$ cat config.mk
export PLATFORM = sky130hd
export DESIGN_NAME = data_mem_arbiter
export DESIGN_NICKNAME = d
export VERILOG_FILES = /design/src/rtl/data_mem_arbiter.sv
export SDC_FILE = /design/constraint.sdc
export NUM_CORES = 1
export LEC_CHECK = 0
export BUFFER_PORTS_ARGS = -buffer_cell sky130_fd_sc_hd__buf_2
export CORE_MARGIN = 8
export CORE_UTILIZATION = 47
export CTS_CLUSTER_DIAMETER = 40
export DETAILED_ROUTE_END_ITERATION = 7
export GPL_TIMING_DRIVEN = 0
export PLACE_DENSITY = 0.85
export SETUP_SLACK_MARGIN = 0.2
export SLEW_MARGIN = 10
export SYNTH_ARGS = -nofsm -noshare
export SYNTH_HDL_FRONTEND = slang
export SYNTH_SLANG_ARGS = --single-unit
export TNS_END_PERCENT = 1
$ cat constraint.sdc
create_clock -name CLK -period 2.1 [get_ports CLK]
set_clock_uncertainty 0.15 [all_clocks]
set_input_delay 0.105 -clock CLK [delete_from_list [all_inputs] [get_ports CLK]]
set_output_delay 0.105 -clock CLK [all_outputs]
set_load 0.02 [all_outputs]
$ cat src/rtl/data_mem_arbiter.sv
// Round-robin two-core front end for the shared data word memory; 1-cycle ACK, read data 3 cycles after grant.
// Losing core holds REQ until granted; bit writes are atomic RMW when DMEM_BIT_RMW_EN is defined.
module data_mem_arbiter #(
  parameter int AW = 16,
  parameter int DW = 32,
  parameter int BW = 5
) (
  input  logic          CLK,
  input  logic          RST,
  input  logic          C0_REQ,
  input  logic [1:0]    C0_OP,
  input  logic [AW-1:0] C0_A,
  input  logic [DW-1:0] C0_DI,
  input  logic [BW-1:0] C0_BIT,
  input  logic          C0_BV,
  input  logic          C1_REQ,
  input  logic [1:0]    C1_OP,
  input  logic [AW-1:0] C1_A,
  input  logic [DW-1:0] C1_DI,
  input  logic [BW-1:0] C1_BIT,
  input  logic          C1_BV,
  output logic          C0_ACK,
  output logic [DW-1:0] C0_DQ,
  output logic          C0_DV,
  output logic          C1_ACK,
  output logic [DW-1:0] C1_DQ,
  output logic          C1_DV,
  output logic          M_WE,
  output logic [AW-1:0] M_A,
  output logic [DW-1:0] M_DI,
  input  logic [DW-1:0] M_DQ
);

`ifdef DMEM_BIT_RMW_EN
  typedef enum logic [2:0] {S_IDLE, S_ISSUE, S_BRD, S_BMOD, S_BWR} state_t;
`else
  typedef enum logic [2:0] {S_IDLE, S_ISSUE} state_t;
`endif

  state_t        r_state;
  logic          r_last;
  logic          r_core;
  logic [1:0]    r_op;
  logic          r_rd_pend;
  logic          r_rd_core;

  logic          w_gnt_vld;
  logic          w_gnt_core;
  logic [1:0]    w_op;
  logic [AW-1:0] w_a;
  logic [DW-1:0] w_di;
  state_t        w_gnt_state;

  // On a tie the core that did not win last time gets the grant.
  assign w_gnt_vld  = C0_REQ | C1_REQ;
  assign w_gnt_core = (C0_REQ & C1_REQ) ? ~r_last : C1_REQ;
  assign w_op       = w_gnt_core ? C1_OP : C0_OP;
  assign w_a        = w_gnt_core ? C1_A  : C0_A;
  assign w_di       = w_gnt_core ? C1_DI : C0_DI;

`ifdef DMEM_BIT_RMW_EN
  logic [BW-1:0] r_bit;
  logic          r_bv;
  logic [BW-1:0] w_bit;
  logic          w_bv;
  logic [DW-1:0] w_rmw;

  assign w_bit       = w_gnt_core ? C1_BIT : C0_BIT;
  assign w_bv        = w_gnt_core ? C1_BV  : C0_BV;
  assign w_gnt_state = (w_op == 2'b10) ? S_BRD : S_ISSUE;

  always_comb begin
    w_rmw        = M_DQ;
    w_rmw[r_bit] = r_bv;
  end
`else
  logic w_unused_bits;
  assign w_unused_bits = ^{C0_BIT, C1_BIT, C0_BV, C1_BV};
  assign w_gnt_state   = S_ISSUE;
`endif

  always_ff @(posedge CLK) begin
    if (RST) begin
      r_state   <= S_IDLE;
      r_last    <= 1'b1;
      r_core    <= 1'b0;
      r_op      <= 2'b00;
      r_rd_pend <= 1'b0;
      r_rd_core <= 1'b0;
      C0_ACK    <= 1'b0;
      C1_ACK    <= 1'b0;
      C0_DV     <= 1'b0;
      C1_DV     <= 1'b0;
      C0_DQ     <= '0;
      C1_DQ     <= '0;
      M_WE      <= 1'b0;
      M_A       <= '0;
      M_DI      <= '0;
`ifdef DMEM_BIT_RMW_EN
      r_bit     <= '0;
      r_bv      <= 1'b0;
`endif
    end else begin
      C0_ACK    <= 1'b0;
      C1_ACK    <= 1'b0;
      C0_DV     <= 1'b0;
      C1_DV     <= 1'b0;
      M_WE      <= 1'b0;
      r_rd_pend <= 1'b0;

      // Memory data for a read issued two edges ago is on M_DQ now.
      if (r_rd_pend) begin
        if (r_rd_core) begin
          C1_DQ <= M_DQ;
          C1_DV <= 1'b1;
        end else begin
          C0_DQ <= M_DQ;
          C0_DV <= 1'b1;
        end
      end

      case (r_state)
        S_IDLE: begin
          if (w_gnt_vld) begin
            r_last  <= w_gnt_core;
            r_core  <= w_gnt_core;
            r_op    <= w_op;
            M_A     <= w_a;
            r_state <= w_gnt_state;
`ifdef DMEM_BIT_RMW_EN
            r_bit   <= w_bit;
            r_bv    <= w_bv;
`endif
            if (w_gnt_state == S_ISSUE) begin
              M_WE   <= (w_op == 2'b01);
              M_DI   <= w_di;
              C0_ACK <= ~w_gnt_core;
              C1_ACK <= w_gnt_core;
            end
          end
        end
        S_ISSUE: begin
          r_state <= S_IDLE;
          if (r_op != 2'b01) begin
            r_rd_pend <= 1'b1;
            r_rd_core <= r_core;
          end
        end
`ifdef DMEM_BIT_RMW_EN
        S_BRD:  r_state <= S_BMOD;
        S_BMOD: begin
          r_state <= S_BWR;
          M_DI    <= w_rmw;
          M_WE    <= 1'b1;
          C0_ACK  <= ~r_core;
          C1_ACK  <= r_core;
        end
        S_BWR:  r_state <= S_IDLE;
`endif
        default: r_state <= S_IDLE;
      endcase
    end
  end

endmodule

# Word level (Yosys, flattened, before mapping)
# Cells that the tools add are included.
# totals
ff_bits	124
output_inout_bits	117
elab_cells	42
# classes
n_eq_ne	2
bitwise	9
n_reduce_logical	9
muxes	7
# op_table
operator	n
32-bit 2-to-1 mux	1
16-bit 2-to-1 mux	1
2-bit AND reduction	4
1-bit NOT	7
2-bit OR reduction	3
1-bit 2-to-1 mux	4
3-bit logical NOT	1
3-bit OR reduction	1
2-bit by 1-bit == test with 1-bit output, second input constant	1
2-bit 2-to-1 mux	1
2-bit by 1-bit != test with 1-bit output, second input constant	1
1-bit AND	1
1-bit bitwise OR	1

# Depth between registers and ports, before layout
# Gate-level depths: netlist of the first run.
# depth
ltp_word	4
ltp_mapped	5
depth_no_buf	3

# Worst setup path before layout of the first run
# Ideal clock, no wire load.
# synth_path
kind	register to register
from	register r_state[0]
to	register M_A[0]
setup_slack_ns	0.658
period_less_slack_ns	1.442
path_stages_with_launch	6
required_ns	1.828
arrival_time_ns	1.170
setup_ns	0.122
path_cell_list	dfxtp_1 nor2_1 and3_1 buf_6 buf_6 a221o_1
# synth_via
elab_chain_cells	2
# synth_lines
element	line_no	rtl
start: declaration	40	state_t r_state;
start signal: assignment	129	r_state <= w_gnt_state;
3-bit logical NOT	122	case (r_state)
2-bit AND reduction (no source line)	n/a	
end signal: assignment	128	M_A <= w_a;
end: declaration	29	output logic [AW-1:0] M_A,
# Every way passes these cells.
# A chain may end at the register's enable or synchronous reset.

# Final worst setup path of the first run
# layout_path
from	register r_state[0]
to	register M_WE
# layout_via
elab_chain_cells	3
# layout_lines
element	line_no	rtl
3-bit logical NOT	122	
1-bit NOT (no source line)	n/a	
3-bit OR reduction (no source line)	n/a	
end signal: assignment	135	M_WE <= (w_op == 2'b01);
end: declaration	28	output logic M_WE,
# Every way passes these cells.

==> flow_metrics.py, run 1 <==
metrics = {
    "clock_tree": {
        "tritoncts": "yes",
        "cts_buffers": 17,
        "cts-resized-gates": 0,
        "cts_buffer_depth": 2,
        "insertion_delay_ps": 500,
        "post_cts_buffers": 0,
        "htreeDepth": 4,
        "clkTransAtPathRegs_ps": 70,
        "clockRootBuffer": "clkbuf_8",
        "clock_sinks": 124,
        "postCtsHoldBufs": 137,
    },
    "worst_setup_path": {
        "startpoint_type": "flip-flop",
        "r2r_slack_ps": 300,
        "worst-endpoint-required_ps": 2380,
        "crit_type": "reg2reg",
        "worst_setup_path_end_kind": "flip-flop",
        "arrival_ps": 2070,
        "critPathMaxFanout": 5,
        "r2r-start": "r_state[0]",
        "endpoint": "M_WE",
        "reg2reg_depth": 4,
        "reg2reg_to": "M_WE",
        "worstSetupStartpoint": "r_state[0]",
    },
    "sta": {
        "setup_viol": 0,
        "final_max_slew_viol_count": 0,
        "relSlewSlack_pct": 55.9,
        "rsz0062_at_grt": "no",
        "finalSetupTns_ps": 0,
        "hold-worst-slack_ps": 216,
        "finalCriticalPeriod_ps": 1800,
        "fmax_mhz": 556,
        "worst_slew_pin_slew_ps": 661,
        "period_share_pct": 85.7,
        "hold_viol_final": 0,
    },
    "yosys": {
        "synth_largest_area_cell": "dfxtp_1",
        "synthMuxAreaShare_pct": 0,
        "async_flop_share_pct": 0,
        "synth_seq_cells": 124,
        "ys_seq_area_share_pct": 54.4,
        "synthDistinctLibCells": 25,
        "yosysTopAreaCellShare_pct": 54.4,
        "synthCells": 491,
        "syn_area_mm2": 0.00457,
        "syn_nets": 639,
        "synth_compound_area_share_pct": 19.5,
        "synth_edf_count": 0,
        "synthTopCellsByArea": "dfxtp_1 (54%), a221o_1 (11%), nand2_1 (11%), nor3b_1 (8.1%), a21oi_1 (7.2%)",
        "post_synth.cell_area_avg_um2": 9.30,
        "synth_xor_area_share_pct": 0,
        "synthFlopType": "dfxtp_1",
        "yosysWarnings": 0,
        "synth_fa_ha_area_share_pct": 0,
        "synth_top_family_by_area": "simple AND/OR/NAND/NOR gates",
        "yosys.area_share.simple_pct": 20.5,
    },
    "floorplanning": {
        "io_pins": 265,
        "start_util_pct": 47.6,
        "rows": 36,
        "die_x_um": 115,
        "die_area_mm2": 0.0131,
        "fp.dieH_um": 115,
        "fp.coreArea_mm2": 0.00959,
    },
    "detailed_routing": {
        "num_vias": 5789,
        "routed_via_density": 5.52,
        "wl_um": 21100,
        "drt-met1-wl_um": 7420,
        "wl_met3_um": 2370,
        "drt_iter0_drc": 687,
        "dr_wl_met2_um": 10400,
        "drc": 1,
        "highest_layer": "met4",
        "wl_per_cell_um": 20.2,
        "firstDrtPassIters": 8,
        "drtAntennaViolNets": 0,
    },
    "power": {
        "power_leakage_nw": 3.64,
        "vdd_ir_drop_max_v": 0.000726,
        "total_power_mw": 6.77,
        "power.density_mw_per_mm2": 845,
    },
    "global_route": {
        "grt_overflow": 0,
        "grt_usage_pct": 31.3,
        "grt_pass1_vias": 6253,
        "grt_pass1_wl_um": 32300,
        "grt_max_degree": 17,
        "antenna_found_initial": 4,
    },
    "place": {
        "dp_hpwl_um": 12000,
        "port_buffers": 252,
        "place_congestion": 0.803,
    },
    "run_status": {
        "status": "complete, but fails checks",
        "violations": "design-rule violations",
    },
    "run": {
        "maxCapViolations": 0,
    },
    "min_path": {
        "min_path_type": "in2reg",
        "hold_depth": 3,
        "worstHoldStart": "C1_DI[4]",
    },
    "final_layout": {
        "drive_gt1_share_pct": 34.0,
        "fillerInstances": 505,
        "areaGrowthSynthToFinish_pct": 75.4,
        "num-nets-final": 1047,
    },
}
## per-stage QoR
| stage | setup slack, ps | cells | utilization [%] | instance area [um^2] |
|---|---|---|---|---|
| after floorplan | 658 | 491 | - | 4570 |
| after global placement | 541 | 876 | 62.5 | 5990 |
| after detailed placement | 506 | 876 | 62.5 | 5990 |
| after CTS | 439 | 1045 | 83.4 | 8000 |
| after global routing | 291 | 1049 | 83.5 | 8010 |
| final | 301 | 1049 | 83.5 | 8010 |
## synthesized netlist by cell type, types with 2 or more instances
cell type and n:
nor3_1 2, inv_1 3, a21oi_1 66, dfxtp_1 124, and3_1 2, nor2b_1 2, clkbuf_1 15, buf_2 21
nor2_1 5, nor3b_1 49, buf_6 6, nand2b_1 2, buf_1 4, nand2_1 130, a221o_1 50
## layout make-up
cell class	instances	area, um^2	area share, %
sequential	124	2480	31.0
tap	133	166	2.08
antenna	4	10.0	0.125
multi-input combinational	318	1830	22.8
clock buffer	18	418	5.22
inverter	3	11.3	0.141
buffer	46	244	3.05
timing repair buffer	389	2630	32.9
clock inverter	14	218	2.72
## where the power goes
part | leakage (nW) | total [mW] | internal, mW | switching (mW)
clock | 0.302 | 3.17 | 2.05 | 1.12
sequential | 1.01 | 2.56 | 2.48 | 0.0826
combinational | 2.33 | 1.03 | 0.493 | 0.539
## cells by family (layout without fill, tap and decap cells)
group           count (synthesis)  after routing
simple gates                  194            194
buf+inv                        49            470
other cells                     0              4
flops                         124            124
compound gates                124            124
## critical path: stages (launching register included)
cell and delay [ps]:
dfxtp_1 360, nor2_1 240, o21a_1 170, dlygate4sd3_1 590, a21boi_0 210
## sequential cells by signal, summed over array words and instances (netlist names), 2 cells and up
signal,flops
C0_DQ,32
C1_DQ,32
M_DI,32
M_A,16
r_op,2
## placed cells by master, fill, tap and decap left out
| master | n |
|---|---|
| clkbuf_8 | 1 |
| o21a_1 | 1 |
| buf_2 | 273 |
| o21ba_1 | 1 |
| clkinv_4 | 2 |
| buf_6 | 6 |
| nor2_1 | 5 |
| dfxtp_1 | 124 |
| o21ai_0 | 1 |
| a21boi_0 | 1 |
| dlygate4sd3_1 | 137 |
| diode_2 | 4 |
| clkbuf_1 | 16 |
| inv_1 | 3 |
| inv_6 | 2 |
| clkinvlp_4 | 3 |
| clkbuf_16 | 16 |
| nand2b_1 | 2 |
| o21bai_1 | 1 |
| nand2_1 | 130 |
| a21oi_1 | 66 |
| o211ai_1 | 1 |
| a221o_1 | 50 |
| buf_1 | 4 |
| nand4b_1 | 1 |
| and2_1 | 1 |
| nor2b_1 | 2 |
| clkinv_2 | 2 |
| bufinv_16 | 5 |
| nor3_1 | 2 |
| a21o_1 | 1 |
| nor3b_1 | 49 |
| a211o_1 | 1 |
| and3_1 | 2 |
## worst min path at each step
stage	endpoint	slack, ps
after CTS	M_A[3]	170
after floorplan	r_state[0]	80
after global placement	M_DI[13]	180
after detailed placement	M_DI[29]	180
after global routing	M_DI[8]	210
final	M_DI[4]	220
## metal layers
layer  global-route usage, %  vias to the layer above
met1                    32.3                     2673
met3                    11.4                       98
met2                    53.3                      465
li1                        -                     2553
met4                    18.8                        0
met5                       0                        -
Power figures use the tool's default switching activity.
==> run 2, diff against run 1 <==
- RECOVER_POWER: not set -> 50
==> flow_metrics.py, run 2 (synthesized netlist as in run 1, its figures left out) <==
metrics = {
    "floorplanning": {
        "rows": 36,
        "start_util_pct": 47.6,
        "fp.coreArea_mm2": 0.00959,
        "fp.dieH_um": 115,
        "io_pins": 265,
        "die_x_um": 115,
        "die_area_mm2": 0.0131,
    },
    "place": {
        "dpl-instance-area_mm2": 0.00599,
        "dp_hpwl_um": 12000,
        "port_buffers": 252,
        "place_congestion": 0.803,
    },
    "clock_tree": {
        "insertion_delay_ps": 510,
        "tritoncts": "yes",
        "post_cts_buffers": 0,
        "clock_sinks": 124,
        "clockRootBuffer": "clkbuf_8",
        "cts_buffers": 17,
        "htreeDepth": 4,
        "clkTransAtPathRegs_ps": 60,
        "cts_buffer_depth": 2,
    },
    "global_route": {
        "grt_overflow": 0,
        "grt_pass1_wl_um": 32300,
        "grt_usage_pct": 31.3,
        "grt_max_degree": 17,
        "antenna_found_initial": 4,
        "grt_pass1_vias": 6253,
    },
    "detailed_routing": {
        "drc": 0,
        "wl_um": 21000,
        "num_vias": 5769,
        "firstDrtPassIters": 6,
        "wl_per_cell_um": 20.1,
        "routed_via_density": 5.50,
        "drtAntennaViolNets": 0,
        "drt_iter0_drc": 596,
    },
    "worst_setup_path": {
        "cpPeakStageDelay_ps": 420,
        "worst_setup_path_end_kind": "flip-flop",
        "crit_type": "reg2reg",
        "startpoint_type": "flip-flop",
        "crit_chain": "nor2_1 > and3_1 > clkbuf_1 > buf_6 > a221o_1",
        "cp_num_buf_inv": 2,
        "slowest_stage": "dfxtp_1",
        "worst-endpoint-required_ps": 2330,
        "cp_top_family": "buffers and inverters",
        "reg2reg_to": "M_DI[19]",
        "arrival_ps": 2080,
        "reg2reg_depth": 5,
        "r2r_slack_ps": 250,
        "r2r-start": "r_state[0]",
        "critPathMaxFanout": 10,
    },
    "sta": {
        "final_max_slew_viol_count": 0,
        "hold_viol_final": 0,
        "rsz0062_at_grt": "no",
        "finalSetupTns_ps": 0,
        "worst_slew_pin_slew_ps": 735,
        "fmax_mhz": 540,
        "finalCriticalPeriod_ps": 1850,
        "period_share_pct": 88.2,
        "setup_viol": 0,
        "relSlewSlack_pct": 51.0,
    },
    "final_layout": {
        "fillerInstances": 587,
        "drive_gt1_share_pct": 21.1,
        "final_common_cell": "buf_2",
        "most-common-layout-cells": "buf_2 (156), dlygate4sd3_1 (137), clkbuf_1 (135)",
        "areaGrowthSynthToFinish_pct": 72.1,
        "register_area_mm2": 0.00248,
        "num-nets-final": 1047,
        "multi_input_area_mm2": 0.00183,
        "largestRegisters": "C0_DQ x32, C1_DQ x32, M_DI x32",
        "design_area_mm2": 0.00786,
    },
    "min_path": {
        "min_to": "M_A[12]",
        "hold_depth": 3,
        "min_path_type": "in2reg",
        "worstHoldStart": "C0_A[12]",
    },
    "power": {
        "vdd_ir_drop_max_v": 0.000740,
        "total_power_mw": 6.74,
        "power_leakage_nw": 3.16,
        "power.density_mw_per_mm2": 858,
    },
    "run": {
        "maxCapViolations": 0,
    },
    "run_status": {
        "status": "complete, no violations",
    },
}
-- run 2: cell count changes in the layout (fill, tap and decap cells not counted), sizes merged --
cell,before,now
buf,283,164
clkbuf,33,152
-- run 2: cell type report --
type / instances / share of cell area, %
Multi-Input combinational cell: 318 / 23.3
Clock inverter: 14 / 2.77
Antenna cell: 4 / 0.127
Inverter: 3 / 0.143
Sequential cell: 124 / 31.6
Tap cell: 133 / 2.12
Buffer: 46 / 3.01
Timing Repair Buffer: 389 / 31.6
Clock buffer: 18 / 5.32
-- run 2: metrics by stage --
| stage | util (%) | std cells | worst slack (ps) | hold slack, ps |
|---|---|---|---|---|
| floorplan | - | 491 | 658 | 80.7 |
| global placement | 62.5 | 876 | 541 | 177 |
| detailed placement | 62.5 | 876 | 506 | 182 |
| CTS | 83.4 | 1045 | 439 | 174 |
| global route | 81.9 | 1049 | 196 | 209 |
| finish | 81.9 | 1049 | 247 | 208 |
-- run 2: worst max path at each step --
stage,startpoint,endpoint,slack [ps],cells past startpoint
final,r_state[0],M_DI[19],250,5
after global routing,r_state[0],M_A[7],200,5
after CTS,r_state[0],M_WE,440,4
after detailed placement,r_last,M_A[9],510,5
after global placement,RST,C0_DQ[28],540,4
after floorplan,r_state[0],M_A[0],660,5
-- run 2: repair_timing --
| item | 4_1_cts | 5_1_grt |
|---|---|---|
| setup endpoints to repair | 0 | 0 |
| hold endpoints to repair | 117 | 0 |
| resized for setup | 0 | 0 |
| hold buffers | 137 | 0 |
-- run 2: worst register-to-register path, cell delays in order (launching register included) --
cell and delay (ps):
dfxtp_1 420, nor2_1 120, and3_1 200, clkbuf_1 240, buf_6 220, a221o_1 380
-- run 2: routing by layer --
metal | vias up | part of all wire, % | track usage, %
met1 | 2687 | 36 | 32.3
met3 | 80 | 11 | 11.4
met5 | - | 0 | 0
met2 | 446 | 49 | 53.3
met4 | 0 | 4.2 | 18.8
li1 | 2556 | - | -
-- run 2: power by group --
group	internal, mW	switching [mW]
Combinational	0.459	0.538
Sequential	2.48	0.0846
Clock	2.05	1.12
Total	4.99	1.75
